File: config.mk
export PLATFORM = sky130hd
export DESIGN_NAME = data_fifo_param
export DESIGN_NICKNAME = d
export VERILOG_FILES = /design/src/rtl/data_fifo_param.sv
export SDC_FILE = /design/constraint.sdc
export NUM_CORES = 1
export LEC_CHECK = 0
export CELL_PAD_IN_SITES_DETAIL_PLACEMENT = 2
export CELL_PAD_IN_SITES_GLOBAL_PLACEMENT = 2
export CORE_MARGIN = 3
export CORE_UTILIZATION = 46
export DETAILED_ROUTE_END_ITERATION = 10
export GPL_TIMING_DRIVEN = 0
export PLACE_DENSITY_LB_ADDON = 0.1
export SLEW_MARGIN = 20
export SYNTH_ARGS = -nofsm -noshare
export SYNTH_HDL_FRONTEND = slang
export SYNTH_SLANG_ARGS = --single-unit
File: constraint.sdc
create_clock -name clk -period 3.6 [get_ports clk]
set_input_delay 0.72 -clock clk [delete_from_list [all_inputs] [get_ports clk]]
set_output_delay 0.72 -clock clk [all_outputs]
set_load 0.01 [all_outputs]
File: src/rtl/data_fifo_param.sv
// -----------------------------------------------------------------------------
// data_fifo_param
//   Parametrised first-word-fall-through FIFO that stages plaintext words
//   between the USB receive path (writer) and the AES block loader (reader).
//   It provides an occupancy count, programmable almost-full and almost-empty
//   flags, a synchronous flush, and a block_ready flag that is set once a full
//   AES block of words is buffered.
//
// Parameters
//   DATA_WIDTH  bits per word
//   DEPTH       number of entries (power of 2, >= 4)
//   AF_LEVEL    almost_full  when count >= AF_LEVEL
//   AE_LEVEL    almost_empty when count <= AE_LEVEL
//   BLOCK_WORDS block_ready  when count >= BLOCK_WORDS (1..DEPTH)
//
// Ports
//   clk          system clock, rising edge
//   rst          asynchronous active-high reset
//   flush        synchronous clear of contents (beats any access that cycle)
//   w_enable     write request,  w_data write word
//   r_enable     pop request,    r_data head word (fall-through)
//   empty/full/almost_full/almost_empty/block_ready  decodes of count
//   count        occupancy 0..DEPTH
//
// Optional feature, enabled by defining DATA_FIFO_ERR_EN:
//   err_clr      input, clears the sticky error flags
//   overflow     sticky, set by a write rejected because the FIFO is full
//   underflow    sticky, set by a read of an empty FIFO
// -----------------------------------------------------------------------------
module data_fifo_param #(
  parameter int DATA_WIDTH  = 8,
  parameter int DEPTH       = 16,
  parameter int AF_LEVEL    = DEPTH - 2,
  parameter int AE_LEVEL    = 2,
  parameter int BLOCK_WORDS = 16
) (
  input  logic                       clk,
  input  logic                       rst,
  input  logic                       flush,
  input  logic                       w_enable,
  input  logic [DATA_WIDTH-1:0]      w_data,
  input  logic                       r_enable,
`ifdef DATA_FIFO_ERR_EN
  input  logic                       err_clr,
  output logic                       overflow,
  output logic                       underflow,
`endif
  output logic [DATA_WIDTH-1:0]      r_data,
  output logic                       empty,
  output logic                       full,
  output logic                       almost_full,
  output logic                       almost_empty,
  output logic                       block_ready,
  output logic [$clog2(DEPTH):0]     count
);

  localparam int AW = $clog2(DEPTH);

  // Thresholds sized to the counter so the flag compares are width-matched.
  localparam logic [AW:0] DEPTH_C = (AW+1)'(DEPTH);
  localparam logic [AW:0] AF_C    = (AW+1)'(AF_LEVEL);
  localparam logic [AW:0] AE_C    = (AW+1)'(AE_LEVEL);
  localparam logic [AW:0] BLK_C   = (AW+1)'(BLOCK_WORDS);
  localparam logic [AW:0] ZERO_C  = (AW+1)'(0);
  localparam logic [AW:0] ONE_C   = (AW+1)'(1);
  localparam logic [AW-1:0] PTR_ONE_C  = AW'(1);
  localparam logic [AW-1:0] PTR_ZERO_C = AW'(0);

  logic [AW-1:0]         wptr_q, wptr_d;
  logic [AW-1:0]         rptr_q, rptr_d;
  logic [AW:0]           cnt_q,  cnt_d;
  logic [DATA_WIDTH-1:0] mem_q [DEPTH];

  logic empty_s;
  logic full_s;
  logic wr_acc_s;
  logic rd_acc_s;
  logic mem_we_s;

  assign empty_s = (cnt_q == ZERO_C);
  assign full_s  = (cnt_q == DEPTH_C);

  // A write into a full FIFO is only legal when a pop frees a slot that edge.
  assign rd_acc_s = r_enable & ~empty_s;
  assign wr_acc_s = w_enable & (~full_s | rd_acc_s);
  assign mem_we_s = wr_acc_s & ~flush;

  // Next-state for pointers and occupancy; flush wins over any access.
  always_comb begin
    wptr_d = wptr_q;
    rptr_d = rptr_q;
    cnt_d  = cnt_q;
    if (flush) begin
      wptr_d = PTR_ZERO_C;
      rptr_d = PTR_ZERO_C;
      cnt_d  = ZERO_C;
    end else begin
      if (wr_acc_s) begin
        wptr_d = wptr_q + PTR_ONE_C;
      end else begin
        wptr_d = wptr_q;
      end
      if (rd_acc_s) begin
        rptr_d = rptr_q + PTR_ONE_C;
      end else begin
        rptr_d = rptr_q;
      end
      case ({wr_acc_s, rd_acc_s})
        2'b10:   cnt_d = cnt_q + ONE_C;
        2'b01:   cnt_d = cnt_q - ONE_C;
        default: cnt_d = cnt_q;
      endcase
    end
  end

  // Pointer and occupancy registers.
  always_ff @(posedge clk or posedge rst) begin
    if (rst) begin
      wptr_q <= PTR_ZERO_C;
      rptr_q <= PTR_ZERO_C;
      cnt_q  <= ZERO_C;
    end else begin
      wptr_q <= wptr_d;
      rptr_q <= rptr_d;
      cnt_q  <= cnt_d;
    end
  end

  // Storage array; deliberately not reset, contents are dead after rst/flush.
  always_ff @(posedge clk) begin
    if (mem_we_s) begin
      mem_q[wptr_q] <= w_data;
    end
  end

  // Status is decoded from the count register only, never from the requests.
  assign r_data       = mem_q[rptr_q];
  assign empty        = empty_s;
  assign full         = full_s;
  assign almost_full  = (cnt_q >= AF_C);
  assign almost_empty = (cnt_q <= AE_C);
  assign block_ready  = (cnt_q >= BLK_C);
  assign count        = cnt_q;

`ifdef DATA_FIFO_ERR_EN
  logic overflow_q,  overflow_d;
  logic underflow_q, underflow_d;
  logic ovf_evt_s;
  logic udf_evt_s;

  // A read on an empty FIFO that carries a concurrent write is not an error:
  // the write is accepted and the read simply has nothing to pop yet.
  assign ovf_evt_s = w_enable & full_s & ~r_enable;
  assign udf_evt_s = r_enable & empty_s & ~w_enable;

  // Sticky error flags; a new event beats err_clr in the same cycle.
  always_comb begin
    overflow_d  = overflow_q;
    underflow_d = underflow_q;
    if (flush) begin
      overflow_d  = 1'b0;
      underflow_d = 1'b0;
    end else begin
      if (ovf_evt_s) begin
        overflow_d = 1'b1;
      end else if (err_clr) begin
        overflow_d = 1'b0;
      end else begin
        overflow_d = overflow_q;
      end
      if (udf_evt_s) begin
        underflow_d = 1'b1;
      end else if (err_clr) begin
        underflow_d = 1'b0;
      end else begin
        underflow_d = underflow_q;
      end
    end
  end

  // Error flag registers.
  always_ff @(posedge clk or posedge rst) begin
    if (rst) begin
      overflow_q  <= 1'b0;
      underflow_q <= 1'b0;
    end else begin
      overflow_q  <= overflow_d;
      underflow_q <= underflow_d;
    end
  end

  assign overflow  = overflow_q;
  assign underflow = underflow_q;
`endif

endmodule

## Word level (Yosys, flattened, before mapping)

Memories as Yosys holds them, arrays and structs flattened.
Index checks and enable logic that the tools add are counted.

- Flip-flop bits (word level): 13
- RAM bits: 128
- Output and inout port bits: 18
- Logic and storage cells: 33
- Memories: 1

Memory list:

| memory | words | width | rd ports | clocked after memory_dff | wr ports | line | text |
|---|---|---|---|---|---|---|---|
| mem_q | 16 | 8 | 1 | 0 | 1 | 72 | `logic [DATA_WIDTH-1:0] mem_q [DEPTH];` |

- $add $sub $neg: 4
- Magnitude comparators: 3
- Equal/unequal tests: 3
- Multiplexer cells: 8
- Bitwise operators: 7
- Reductions and logical operators: 4

Operator list:

| kind | number |
|---|---|
| 4-bit two-way mux | 4 |
| 5-bit case mux with 2 select lines | 1 |
| 4-bit by 1-bit adder with 4-bit output, second input constant | 2 |
| 5-bit by 1-bit adder with 5-bit output, second input constant | 1 |
| 5-bit equality test, second input constant | 1 |
| 5-bit by 4-bit greater-or-equal comparator with 1-bit output, second input constant | 1 |
| 5-bit greater-or-equal comparator, second input constant | 1 |
| 5-bit by 2-bit <= comparator with 1-bit output, second input constant | 1 |
| 5-bit zero test | 1 |
| 5-bit two-way mux | 1 |
| 5-bit by 1-bit subtractor with 5-bit output, second input constant | 1 |
| 2-bit nonzero test | 2 |
| 1-bit AND | 3 |
| 1-bit inverter | 3 |
| 3-bit nonzero test | 1 |
| 2-bit by 1-bit equality test with 1-bit output, second input constant | 1 |
| 2-bit equality test, second input constant | 1 |
| 1-bit two-way mux | 2 |
| 1-bit OR | 1 |

## Longest topological paths before layout

Gate-level depths: netlist of run 1.

- Depth after elaboration: 8
- Depth in mapped cells: 9
- Depth with buffers taken out: 8

## Least setup slack after synthesis of run 1

No wires, ideal clock.

- Kind: register to register
- Start point: register cnt_q[0], in the netlist count[0]
- End point: register cnt_q[4], in the netlist count[4]
- Arrival: 2.419 ns
- Data required time: 3.464 ns
- Setup slack: 1.044 ns
- Stages on the path, launching flop included: 10
- Path buffers: 1
- Clock period less this slack: 2.556 ns
- Cell sequence: dfrtp_1 > or4_1 > buf_6 > o211ai_4 > inv_2 > ha_1 > or2_2 > o21a_1 > o2111ai_1 > a21oi_1

- Word-level cells in the longest chain between the ends: 8
- Elaborated cells on any way between the ends: 14
- Classes of those cells: 2 x add/sub; 3 x eq/ne; 2 x mux; 5 x bitwise; 2 x reduce/logical

RTL lines:

| item | line | text |
|---|---|---|
| from (decl) | 71 | `logic [AW:0] cnt_q, cnt_d;` |
| from (signal assigned) | 125 | `cnt_q <= cnt_d;` |
| 5-bit zero test | 80 | `assign empty_s = (cnt_q == ZERO_C);` |
| 1-bit inverter | 84 | `assign rd_acc_s = r_enable & ~empty_s;` |
| 1-bit AND | 84 |  |
| 1-bit OR | 85 | `assign wr_acc_s = w_enable & (~full_s \| rd_acc_s);` |
| 1-bit AND | 85 |  |
| 2-bit by 1-bit equality test with 1-bit output or 2-bit equality test (tied branches) | 108 | `case ({wr_acc_s, rd_acc_s})` |
| 5-bit case mux with 2 select lines | 108 |  |
| 5-bit two-way mux | 93 | `if (flush) begin` |

Several ways; a longest one is shown, not always the timed one.
A chain may end at the register's enable or synchronous reset.

## Worst setup path after layout of run 1

- Start point: register rptr_q[0]
- End point: output r_data[3]

- Word-level cells in the longest chain between the ends: 1

RTL lines:

| item | line | text |
|---|---|---|
| from (decl) | 70 | `logic [AW-1:0] rptr_q, rptr_d;` |
| from (signal assigned) | 124 | `rptr_q <= rptr_d;` |
| memory 16 x 8 bit | -- |  |
| to (decl) | 48 | `output logic [DATA_WIDTH-1:0] r_data,` |

Every way passes these cells.

==> out/metrics.csv, run 1 <==
metric,value,unit
cts_buffers,17,
rsz0062_at_grt,no,
fin_hold_ws,0.6545,ns
place_ws,-0.1423,ns
ys.flop_type,edfxtp_1,
status,"complete, no violations",
routedWlPerCell,29.69,um
vias,3045,
worstPathCellList,buf_4 > buf_8 > mux4_2 > mux4_2 > clkdlybuf4s50_1,
rows,40,
critical_path_required,2.88,ns
async_flop_share,0.09220,
synth_nets,324,
ys_top_cells_by_area,"edfxtp_1 (66%), mux4_2 (15%), dfrtp_1 (5.6%), nor2_1 (1.8%), ha_1 (1.7%)",
yosys_register_bits,141,
vias_per_cell,5.734,
finalCoreUtilization,0.5738,
setup_viol,0,
drive_gt1_frac,0.2342,
synth.distinct_cells,43,
hold_violations,0,
syn_inst,302,
die_y,118.7,um
crit_fanout,10,
design_area,7007,um2
grt_pass1_wl,24070,um
cp.arrival,2.78,ns
path_clk_slew,0.06,ns
critPathBufInv,3,
worstSetupEndpointType,output port,
finalClockSkew,0.01105,ns
drtIter0Drc,219,
slowest_stage,mux4_2,
hold_path.class,input pin to asynchronous set/reset pin,
root_buffer,clkbuf_16,
fill_cells,1058,
core,12210,um2
worst_slack,0.09613,ns
die-area,14100,um2
io_pins,31,
ff_latch_area,4169,um2
worstSkewPairLatency,0.42,ns
gp_congestion,0.7579,
grt_usage,0.2434,
cp_common_cell,mux4_2,
postRouteAntennaNets,0,
num-nets-final,372,
multiInputGateArea,1565,um2
synth_top_cell_by_area,edfxtp_1,
r2r_end,count[4],
hpwl,10040,um
cts.sinks,141,
htreeDepth,4,
worstMarginPinSlew,1.135,ns
finalCritPeriodShare,0.9733,
yosysSeqAreaShare,0.7132,
grt_max_degree,17,
power_density,724.6,nW/um2
place.port_buffers,29,
slew_viol_final,0,
grt-ovfl-total,0,
path_class,flop to output port,
startpoint_type,flop,
synthesis.area,5846,um2
cts_tree,done,
final_cell_mix,"edfxtp_1 (128), mux4_2 (40), nor2_1 (28), clkdlybuf4s50_1 (28), clkbuf_16 (17)",
post_dp_cell_area,6346,um2
grt_antenna_before_repair,0,
critPathTopFamily,multiplexers,
areaGrowthSynthToFinish,19.86,%
drtPass1Iterations,4,
clock.fmax,285.4,MHz
avgSynthCellArea,19.36,um2
wirelength,15770,um
maxCapViolations,0,
worst_r2r_path_depth,9,
grt_pass1_vias,3435,
ir_worst_vdd,0.0003723,V
r2r_start,count[0],
postCtsSetupBuffers,0,
final_common_cell,edfxtp_1,
ctsLongestPathBuffers,2,
p_total,5.077,mW
reg2reg_slack,0.71,ns
slew_headroom,0.2405,
antennaDiodeCount,0,
yosys_warnings,0,
cpPeakStageDelay,0.60,ns
drc,0,
die_w,118.7,um
synth.top_cell.area_share,0.6575,
synth_edf_count,128,
initial_core_util,0.4787,
min_period,3.504,ns
power.leakage,2.305,nW
## cells in the mapped netlist, types with 3 or more instances
cell type,count
ha_1,8
xnor2_1,4
nor2b_1,3
edfxtp_1,128
dfrtp_1,13
nor2_1,28
mux4_2,40
nand2_1,6
buf_4,3
nor3_1,3
a21oi_1,4
nand3_1,6
clkbuf_1,8
o21ai_0,3
xor2_1,3
inv_1,8
## logic make-up after synthesis
logic type / after synthesis / synth area share
compound gates: 25 / 0.03660
xor+xnor: 7 / 0.01049
mux: 42 / 0.1575
fa+ha+maj: 9 / 0.02055
buf+inv: 24 / 0.01905
simple gates: 54 / 0.04260
flops: 141 / 0.7132
## cell type report
class                      count  area share
clock buffer                  20     0.06232
buffer                        15     0.01464
clock inverter                12     0.02804
timing repair buffer          29     0.04179
inverter                       9    0.004821
tap                          168     0.03000
sequential                   141      0.5950
multi-input combinational    137      0.2234
## state kept, by name, indices dropped and copies added, names as in the netlist
name,cells
rptr_q,4
mem_q,128
wptr_q,4
count,5
## per-layer routing
metal  global-route usage  part of all wire  vias up
met2               0.4075              0.53       66
met3              0.04402             0.037       14
met4              0.07314             0.013        0
met5                    0                 0        -
met1               0.3275              0.42     1643
li1                     -                 -     1322
## power by group
| group | leakage [nW] | switching (mW) | internal [mW] | total, mW |
|---|---|---|---|---|
| registers | 1.33 | 0.0555 | 1.83 | 1.89 |
| clock network | 0.312 | 0.661 | 1.23 | 1.89 |
| logic | 0.664 | 0.652 | 0.647 | 1.30 |
| total | 2.30 | 1.37 | 3.71 | 5.08 |
## worst max-delay path by stage
stage | start | to | slack, ns | depth (start not counted)
floorplan | count[0] | count[4] | 1.04 | 9
global placement | r_enable | mem_q[0][6] | -0.03 | 5
detailed placement | r_enable | mem_q[1][5] | -0.14 | 5
CTS | rptr_q[0] | r_data[3] | 0.03 | 5
global route | rptr_q[0] | r_data[3] | 0.01 | 5
finish | rptr_q[0] | r_data[3] | 0.1 | 5
## worst reg2reg max path, cell delays in order (launching register included)
cell and delay (ns):
dfrtp_1 0.47, or4_1 0.59, buf_6 0.17, o211ai_4 0.26, inv_2 0.14, ha_1 0.33
or2_2 0.32, o21a_1 0.14, o2111ai_1 0.22, a21oi_1 0.10
## stage by stage
| step | cells | TNS, ns |
|---|---|---|
| after floorplan | 302 | 0 |
| after global placement | 499 | -0.5712 |
| after detailed placement | 499 | -3.019 |
| after CTS | 531 | 0 |
| after global routing | 531 | 0 |
| final | 531 | 0 |
## repair_timing
item | CTS | global route
resized for setup | 7 | 4
hold buffers | 0 | 0
setup endpoints to repair | 8 | 4
No activity file was read; power rests on OpenSTA's default activity.
==> run 2: changes to the inputs <==
Settings changed: CTS_CLUSTER_SIZE set to 10.
==> results of run 2 <==
Same layout as run 1: the final DEF is identical, and so are final timing and power.
